File: src/rtl/frame_column_loader_if.sv
// Configuration word stream into the column loader: 32-bit data with valid/ready.
interface frame_column_loader_if;
    logic [31:0] cfg_data;
    logic        cfg_valid;
    logic        cfg_ready;

    modport master (output cfg_data, output cfg_valid, input cfg_ready);
    modport slave  (input cfg_data, input cfg_valid, output cfg_ready);
endinterface

File: src/rtl/frame_column_loader.sv
// Column configuration front-end: takes a header word plus one data word per row,
// then pulses the one-hot frame strobe selected by the header.
module frame_column_loader #(
    parameter int FrameBitsPerRow = 32,
    parameter int MaxFramesPerCol = 20,
    parameter int NumRows         = 16,
    parameter int StrobeWidth     = 1
) (
    input  logic                                CLK,
    input  logic                                resetn,
    frame_column_loader_if.slave                cfg,
    output logic [NumRows*FrameBitsPerRow-1:0]  FrameData,
    output logic [MaxFramesPerCol-1:0]          FrameStrobe,
    output logic                                frame_done,
    output logic                                hdr_err,
    input  logic                                err_clr,
    output logic                                busy
);

    localparam int ROW_W = $clog2(NumRows);

    typedef enum logic [1:0] {IDLE, LOAD, STROBE, GAP} state_t;

    state_t                     state_reg, state_next;
    logic [4:0]                 frame_idx_reg, frame_idx_next;
    logic [ROW_W-1:0]           row_cnt_reg, row_cnt_next;
    logic [3:0]                 strobe_cnt_reg, strobe_cnt_next;
    logic                       hdr_err_reg, hdr_err_next;
    logic                       frame_done_reg, frame_done_next;
    logic [MaxFramesPerCol-1:0] frame_strobe_reg, frame_strobe_next;
    logic                       hdr_set;
    logic                       xfer;
    logic                       hdr_ok;

    assign cfg.cfg_ready = (state_reg == IDLE) || (state_reg == LOAD);
    assign xfer          = cfg.cfg_valid && cfg.cfg_ready;
    assign hdr_ok        = (cfg.cfg_data[31:20] == 12'hFAB) &&
                           ({27'd0, cfg.cfg_data[4:0]} < 32'(MaxFramesPerCol));
    assign busy          = (state_reg != IDLE);

    assign FrameStrobe = frame_strobe_reg;
    assign frame_done  = frame_done_reg;
    assign hdr_err     = hdr_err_reg;

    always_ff @(posedge CLK or negedge resetn) begin
        if (!resetn) begin
            state_reg        <= IDLE;
            frame_idx_reg    <= '0;
            row_cnt_reg      <= '0;
            strobe_cnt_reg   <= '0;
            hdr_err_reg      <= 1'b0;
            frame_done_reg   <= 1'b0;
            frame_strobe_reg <= '0;
        end else begin
            state_reg        <= state_next;
            frame_idx_reg    <= frame_idx_next;
            row_cnt_reg      <= row_cnt_next;
            strobe_cnt_reg   <= strobe_cnt_next;
            hdr_err_reg      <= hdr_err_next;
            frame_done_reg   <= frame_done_next;
            frame_strobe_reg <= frame_strobe_next;
        end
    end

    always_comb begin
        state_next      = state_reg;
        frame_idx_next  = frame_idx_reg;
        row_cnt_next    = row_cnt_reg;
        strobe_cnt_next = strobe_cnt_reg;
        hdr_set         = 1'b0;

        case (state_reg)
            IDLE: begin
                if (xfer) begin
                    if (hdr_ok) begin
                        frame_idx_next = cfg.cfg_data[4:0];
                        row_cnt_next   = '0;
                        state_next     = LOAD;
                    end else begin
                        hdr_set = 1'b1;
                    end
                end
            end
            LOAD: begin
                // Every word here is row data, even if it looks like a header.
                if (xfer) begin
                    if (row_cnt_reg == ROW_W'(NumRows - 1)) begin
                        row_cnt_next    = '0;
                        strobe_cnt_next = '0;
                        state_next      = STROBE;
                    end else begin
                        row_cnt_next = row_cnt_reg + 1'b1;
                    end
                end
            end
            STROBE: begin
                if (strobe_cnt_reg == 4'(StrobeWidth - 1)) begin
                    state_next = GAP;
                end else begin
                    strobe_cnt_next = strobe_cnt_reg + 4'd1;
                end
            end
            GAP: begin
                state_next = IDLE;
            end
            default: begin
                state_next = IDLE;
            end
        endcase

        // A new error in the same cycle beats the clear request.
        hdr_err_next    = hdr_set ? 1'b1 : (err_clr ? 1'b0 : hdr_err_reg);
        frame_done_next = (state_next == GAP);
    end

    // Strobe and done are registered from the next state so they line up with state_reg.
    for (genvar gi = 0; gi < MaxFramesPerCol; gi++) begin : g_strobe
        assign frame_strobe_next[gi] = (state_next == STROBE) && (frame_idx_reg == 5'(gi));
    end

    for (genvar gi = 0; gi < NumRows; gi++) begin : g_row
        logic [FrameBitsPerRow-1:0] row_reg;

        always_ff @(posedge CLK or negedge resetn) begin
            if (!resetn) begin
                row_reg <= '0;
            end else if ((state_reg == LOAD) && xfer && (row_cnt_reg == ROW_W'(gi))) begin
                row_reg <= cfg.cfg_data;
            end
        end

        assign FrameData[gi*FrameBitsPerRow +: FrameBitsPerRow] = row_reg;
    end

endmodule

File: src/flat_wrapper.sv
// flat-port wrapper written by rule: the top's interface ports become plain ports
module frame_column_loader_flat 
#(
    parameter int FrameBitsPerRow = 32,
    parameter int MaxFramesPerCol = 20,
    parameter int NumRows         = 16,
    parameter int StrobeWidth     = 1
)
  (CLK, resetn, FrameData, FrameStrobe, frame_done, hdr_err, err_clr, busy, cfg_cfg_data, cfg_cfg_valid, cfg_cfg_ready);
  frame_column_loader_if cfg_i ();
  input  logic CLK;
  input  logic resetn;
  output logic [NumRows*FrameBitsPerRow-1:0] FrameData;
  output logic [MaxFramesPerCol-1:0] FrameStrobe;
  output logic frame_done;
  output logic hdr_err;
  input  logic err_clr;
  output logic busy;
  input wire logic [$bits(cfg_i.cfg_data)-1:0] cfg_cfg_data;
  input wire logic [$bits(cfg_i.cfg_valid)-1:0] cfg_cfg_valid;
  output wire logic [$bits(cfg_i.cfg_ready)-1:0] cfg_cfg_ready;
  assign cfg_i.cfg_data = cfg_cfg_data;
  assign cfg_i.cfg_valid = cfg_cfg_valid;
  assign cfg_cfg_ready = cfg_i.cfg_ready;
  frame_column_loader #(.FrameBitsPerRow(FrameBitsPerRow), .MaxFramesPerCol(MaxFramesPerCol), .NumRows(NumRows), .StrobeWidth(StrobeWidth)) u_core (.CLK(CLK), .resetn(resetn), .cfg(cfg_i), .FrameData(FrameData), .FrameStrobe(FrameStrobe), .frame_done(frame_done), .hdr_err(hdr_err), .err_clr(err_clr), .busy(busy));
endmodule
File: config.mk
export PLATFORM = sky130hd
export DESIGN_NAME = frame_column_loader_flat
export DESIGN_NICKNAME = d
export VERILOG_FILES = /design/src/rtl/frame_column_loader_if.sv /design/src/rtl/frame_column_loader.sv /design/src/flat_wrapper.sv
export SDC_FILE = /design/constraint.sdc
export NUM_CORES = 1
export LEC_CHECK = 0
export CAP_MARGIN = 20
export CORE_AREA = 2 2 219 221
export DETAILED_ROUTE_END_ITERATION = 7
export DIE_AREA = 0 0 221 223
export MAX_ROUTING_LAYER = met4
export PLACE_DENSITY_LB_ADDON = 0.2
export SYNTH_ARGS = -nofsm -noshare
export SYNTH_HDL_FRONTEND = slang
export SYNTH_SLANG_ARGS = --single-unit
File: constraint.sdc
create_clock -name CLK -period 2.2 [get_ports CLK]
set_input_delay 0.33 -clock CLK [delete_from_list [all_inputs] [get_ports CLK]]
set_output_delay 0.33 -clock CLK [all_outputs]
set_load 0.03 [all_outputs]
## After elaboration in Yosys (flattened, before gate mapping)

Index checks and enable logic that the tools add are counted.

- Register bits: 549
- Bits of input ports: 36
- Output and inout bits: 536
- Word-level logic and storage cells: 142

- $add $sub $neg: 2
- Magnitude comparators: 1
- Equality and inequality tests: 45
- Mux-type cells: 20
- Reductions and logical operators: 51

Operator list:

| operator | count |
|---|---|
| 5-bit by 4-bit equality test with 1-bit output, second input constant | 8 |
| 1-bit logical AND | 39 |
| 4-bit equality test, second input constant | 8 |
| 4-bit two-way mux | 7 |
| 5-bit by 3-bit equality test with 1-bit output, second input constant | 4 |
| 5-bit equality test, second input constant | 4 |
| 4-bit by 3-bit equality test with 1-bit output, second input constant | 4 |
| 4-bit case mux with 2 select lines | 2 |
| 12-bit equality test, second input constant | 1 |
| 5-bit by 2-bit equality test with 1-bit output, second input constant | 2 |
| 2-bit two-way mux | 5 |
| 4-bit by 1-bit adder with 4-bit output, second input constant | 2 |
| 2-bit equality test, second input constant | 4 |
| 4-bit by 2-bit equality test with 1-bit output, second input constant | 2 |
| 4-bit zero test | 2 |
| 2-bit by 1-bit != test with 1-bit output, second input constant | 4 |
| 2-bit case mux with 4 select lines | 1 |
| 4-bit AND reduction | 2 |
| 2-bit nonzero test | 4 |
| 5-bit by 1-bit equality test with 1-bit output, second input constant | 1 |
| 5-bit zero test | 1 |
| 5-bit < comparator, second input constant | 1 |
| 1-bit two-way mux | 5 |
| 4-bit by 1-bit equality test with 1-bit output, second input constant | 1 |
| other kinds (5) | 5 |

## Longest topological paths before layout

- Word-level depth: 7
- Mapped depth: 7
- Gate-level depth less buffers: 5

## Worst setup path after synthesis

OpenSTA, ideal clock, no wires.

- Path type: flip-flop to flip-flop
- Start point: register u_core.row_cnt_reg[0]
- End point: register u_core.g_row[15].row_reg[10]
- Data arrival time: 1632 ps
- Data required time: 2075 ps
- Path slack: 443 ps
- Cell stages (with the launch flop): 6
- Path buffers: 1
- Period minus slack after synthesis: 1757 ps
- Cell sequence: dfrtp_1 > ha_1 > nand3_2 > nor2_2 > buf_4 > mux2_2

- Longest elaborated chain between the ends: 2

Ends and longest elaborated chain:

| element | line | text |
|---|---|---|
| start, declared | frame_column_loader.sv:26 | `logic [ROW_W-1:0] row_cnt_reg, row_cnt_next;` |
| start signal, assigned | frame_column_loader.sv:57 | `row_cnt_reg <= row_cnt_next;` |
| 4-bit equality test | frame_column_loader.sv:127 | `end else if ((state_reg == LOAD) && xfer && (row_cnt_reg == ROW_W'(gi))) begin` |
| 1-bit logical AND | frame_column_loader.sv:127 |  |
| end signal, assigned | frame_column_loader.sv:128 | `row_reg <= cfg.cfg_data;` |
| end, declared | frame_column_loader.sv:122 | `logic [FrameBitsPerRow-1:0] row_reg;` |

Every way passes these cells.
A chain may end at the register's enable or synchronous reset.

## Worst setup path after layout

- Start point: input port cfg_cfg_data[3]
- End point: register u_core.frame_idx_reg[1]

- Longest elaborated chain between the ends: 3

Ends and longest elaborated chain:

| element | line | text |
|---|---|---|
| start, declared | flat_wrapper.sv:19 | `input wire logic [$bits(cfg_i.cfg_data)-1:0] cfg_cfg_data;` |
| 5-bit < comparator | frame_column_loader.sv:38 | `({27'd0, cfg.cfg_data[4:0]} < 32'(MaxFramesPerCol));` |
| 1-bit logical AND | frame_column_loader.sv:37 | `assign hdr_ok = (cfg.cfg_data[31:20] == 12'hFAB) &&` |
| 3-bit AND reduction (no line) | - |  |
| end signal, assigned | frame_column_loader.sv:56 | `frame_idx_reg <= frame_idx_next;` |
| end, declared | frame_column_loader.sv:25 | `logic [4:0] frame_idx_reg, frame_idx_next;` |

Every way passes these cells.

==> metrics <==
outcome finished, final reports clean; initial antenna violation count 1; Top Ports 572; Clock Root Buffer clkbuf_16; # DRC 0; critical setup path kind input port to register; prevailing post-synth register cell dfrtp_1; Slew @ Worst Pin 0.694 ns; DR WL/cell 24.8 µm; Post-DP HPWL 45,600 µm; part of the Yosys area used for sequential elements 0.652; endpoints failing hold 0; Max Cap Viol 0; area of the multi-input gates 6710 µm²; EDFF count, synth 0; unrepaired setup endpoints after global routing false; Num CTS Buffers 57; CP max FO 6; crit path cell chain clkdlybuf4s50_1, o21ai_1, buf_4, nand4_1, or3_1, mux2_4; Synth area leaders dfrtp_1, mux2_2, mux2_1; Yosys cell types 48; Pre-antenna DRT Iters 5; worst rel slew slack 0.536; wire length on met2 30,900 µm; worst hold margin 0.275 ns; Sink Count 549; Synth Area in Adders 0.00356; crit-path max cell delay 0.58 ns; crit end category register; Longest Clk Path Bufs 3; worst skew pair latency 0.60 ns; Total GRT Usage 0.264; Initial Util 0.447; first-pass GRT wire length 94,500 µm; cell area after layout 30,000 µm²; Iter 0 DRT Violations 615; Cell Pwr Density 686 nW/µm²; P&R area growth vs syn 42.5%; Placed Area 28,200 µm²; Async S/R FF share, synth 1.00; gpl congestion 0.815; worst min path class input port to async pin; met3 WL 5350 µm; htree depth 2; Die Span X 221 µm; list of most frequent post-synthesis cells dfrtp_1, mux2_2, mux2_1, buf_6, clkbuf_1; Largest register FFs 512; most numerous cell in the Yosys netlist dfrtp_1; post-synthesis compound-gate area fraction 0.00540; Crit path required time 2.69 ns; final period utilization 0.974; Synth Area in Simple Gates 0.0308; pre-CTS setup slack -0.705 ns; Total Power 20.6 mW; startpoint class of the critical path input port; Die ar. 49,300 µm²; Nets 1,949; Worst Setup Slack, final 0.0567 ns; share of layout cells above drive strength 1 0.339; core area 47,100 µm²; global route overflow 0; Routed WL 63,600 µm; fin util 0.637; Critical Path Slowest Stage Cell or3_1; max frequency 467 MHz; register area 13,700 µm²; syn_nets 1,305; fin crit period 2.14 ns; reg-to-reg slack, setup 0.28 ns; Yosys top cell by area dfrtp_1; top layer in use met4; CTS tree built; Synth Area in XOR/XNOR 0.000415; Die H 223 µm; Vias/cell 5.17; post-synth top area share 0.652; vias in the first global route 14.1k; Synth Cell Area 21,100 µm²; clk slew on worst S/H paths 0.06 ns; # setup viols final 0; largest family of logic cells by synthesized area multiplexers; critical path arrival 2.63 ns; Layout Skew 0.0164 ns; Antenna Violating Nets Remaining 0; Cells after Synth 1,263; number of cell rows 80; pin count of the biggest net entering global routing 66; port buffer count 571; leak pwr 14.5 nW; synthesized area per cell 16.7 µm²; fillcell total 3,535; Final Max Slew Viols 0; maximum vdd drop 0.699 mV; number of synthesized register bits 549; Metal-1 WL 25,200 µm; routed via count 13.3k; multiplexer share of the synthesized area 0.277; Synth Warn # 0
[worst max-delay path: cells and delay by family]
family | cells | cell delay [ns]
compound gates | 1 | 0.47
buf+inv | 2 | 0.68
mux | 1 | 0.36
simple gates | 2 | 0.79
[power by group]
group,internal [mW],switching [mW]
logic,0.229,0.550
clock network,5.72,3.95
registers,10.1,0.0238
[routing by layer]
metal,GRT usage,up-vias
li1,-,5720
met1,0.319,6983
met2,0.417,462
met3,0.0871,115
met4,0.0927,0
met5,-,-
[cell families after synthesis]
group	count (synthesis)
xor gates and xnor gates	1
AOI/OAI and AO/OA	16
adders and majority gates	6
DFF	549
buffers and inverters	92
and+or+nand+nor	81
muxes	518
[layout make-up]
cell class                 instances  area share
clock inverter                    21     0.00704
timing repair buffer             669       0.230
clock buffer                      82      0.0557
multi-input combinational        622       0.223
sequential                       549       0.457
antenna                            1   0.0000833
inverter                           8    0.000999
tap                              615      0.0256
[final timing paths]
kind,start,endpoint,cells past startpoint
worst max-delay path,cfg_cfg_data[3],u_core.frame_idx_reg[1]$_DFFE_PN0P_,6
worst min-delay path,resetn,u_core.g_row[15].row_reg[7]$_DFFE_PN0P_,2
worst max register to register,u_core.row_cnt_reg[0]$_DFFE_PN0P_,u_core.g_row[14].row_reg[7]$_DFFE_PN0P_,6
worst min register to register,u_core.g_row[14].row_reg[2]$_DFFE_PN0P_,u_core.g_row[14].row_reg[2]$_DFFE_PN0P_,1
max in group asynchronous,resetn,u_core.g_row[2].row_reg[17]$_DFFE_PN0P_,4
min in group CLK,err_clr,u_core.hdr_err$_DFFE_PN0P_,3
[stage by stage]
stage	std cells	setup TNS [ns]
after floorplan	1263	0
after CTS	2566	0
after global routing	2567	0
final	2567	0
after global placement	2462	-5.15
after detailed placement	2462	-5.37
[placed cells by master (no fill, tap or decap), types with 10 or more instances in the layout]
| master | instances |
|---|---|
| nor3_1 | 10 |
| buf_4 | 60 |
| clkbuf_8 | 11 |
| mux2_1 | 74 |
| clkbuf_1 | 12 |
| mux2_2 | 438 |
| nor2_1 | 17 |
| buf_12 | 37 |
| clkinv_2 | 15 |
| clkdlybuf4s50_1 | 568 |
| clkbuf_16 | 59 |
| dfrtp_1 | 549 |
[repair_timing]
item                                   in CTS  in global routing
hold buffers                                1                  0
setup endpoints to repair                   7                  1
resized for setup                           3                  1
buffers inserted                            0                  0
cloned                                      0                  0
endpoints found under the hold margin      37                  0
Note: power is estimated with default switching activity, not from simulation.
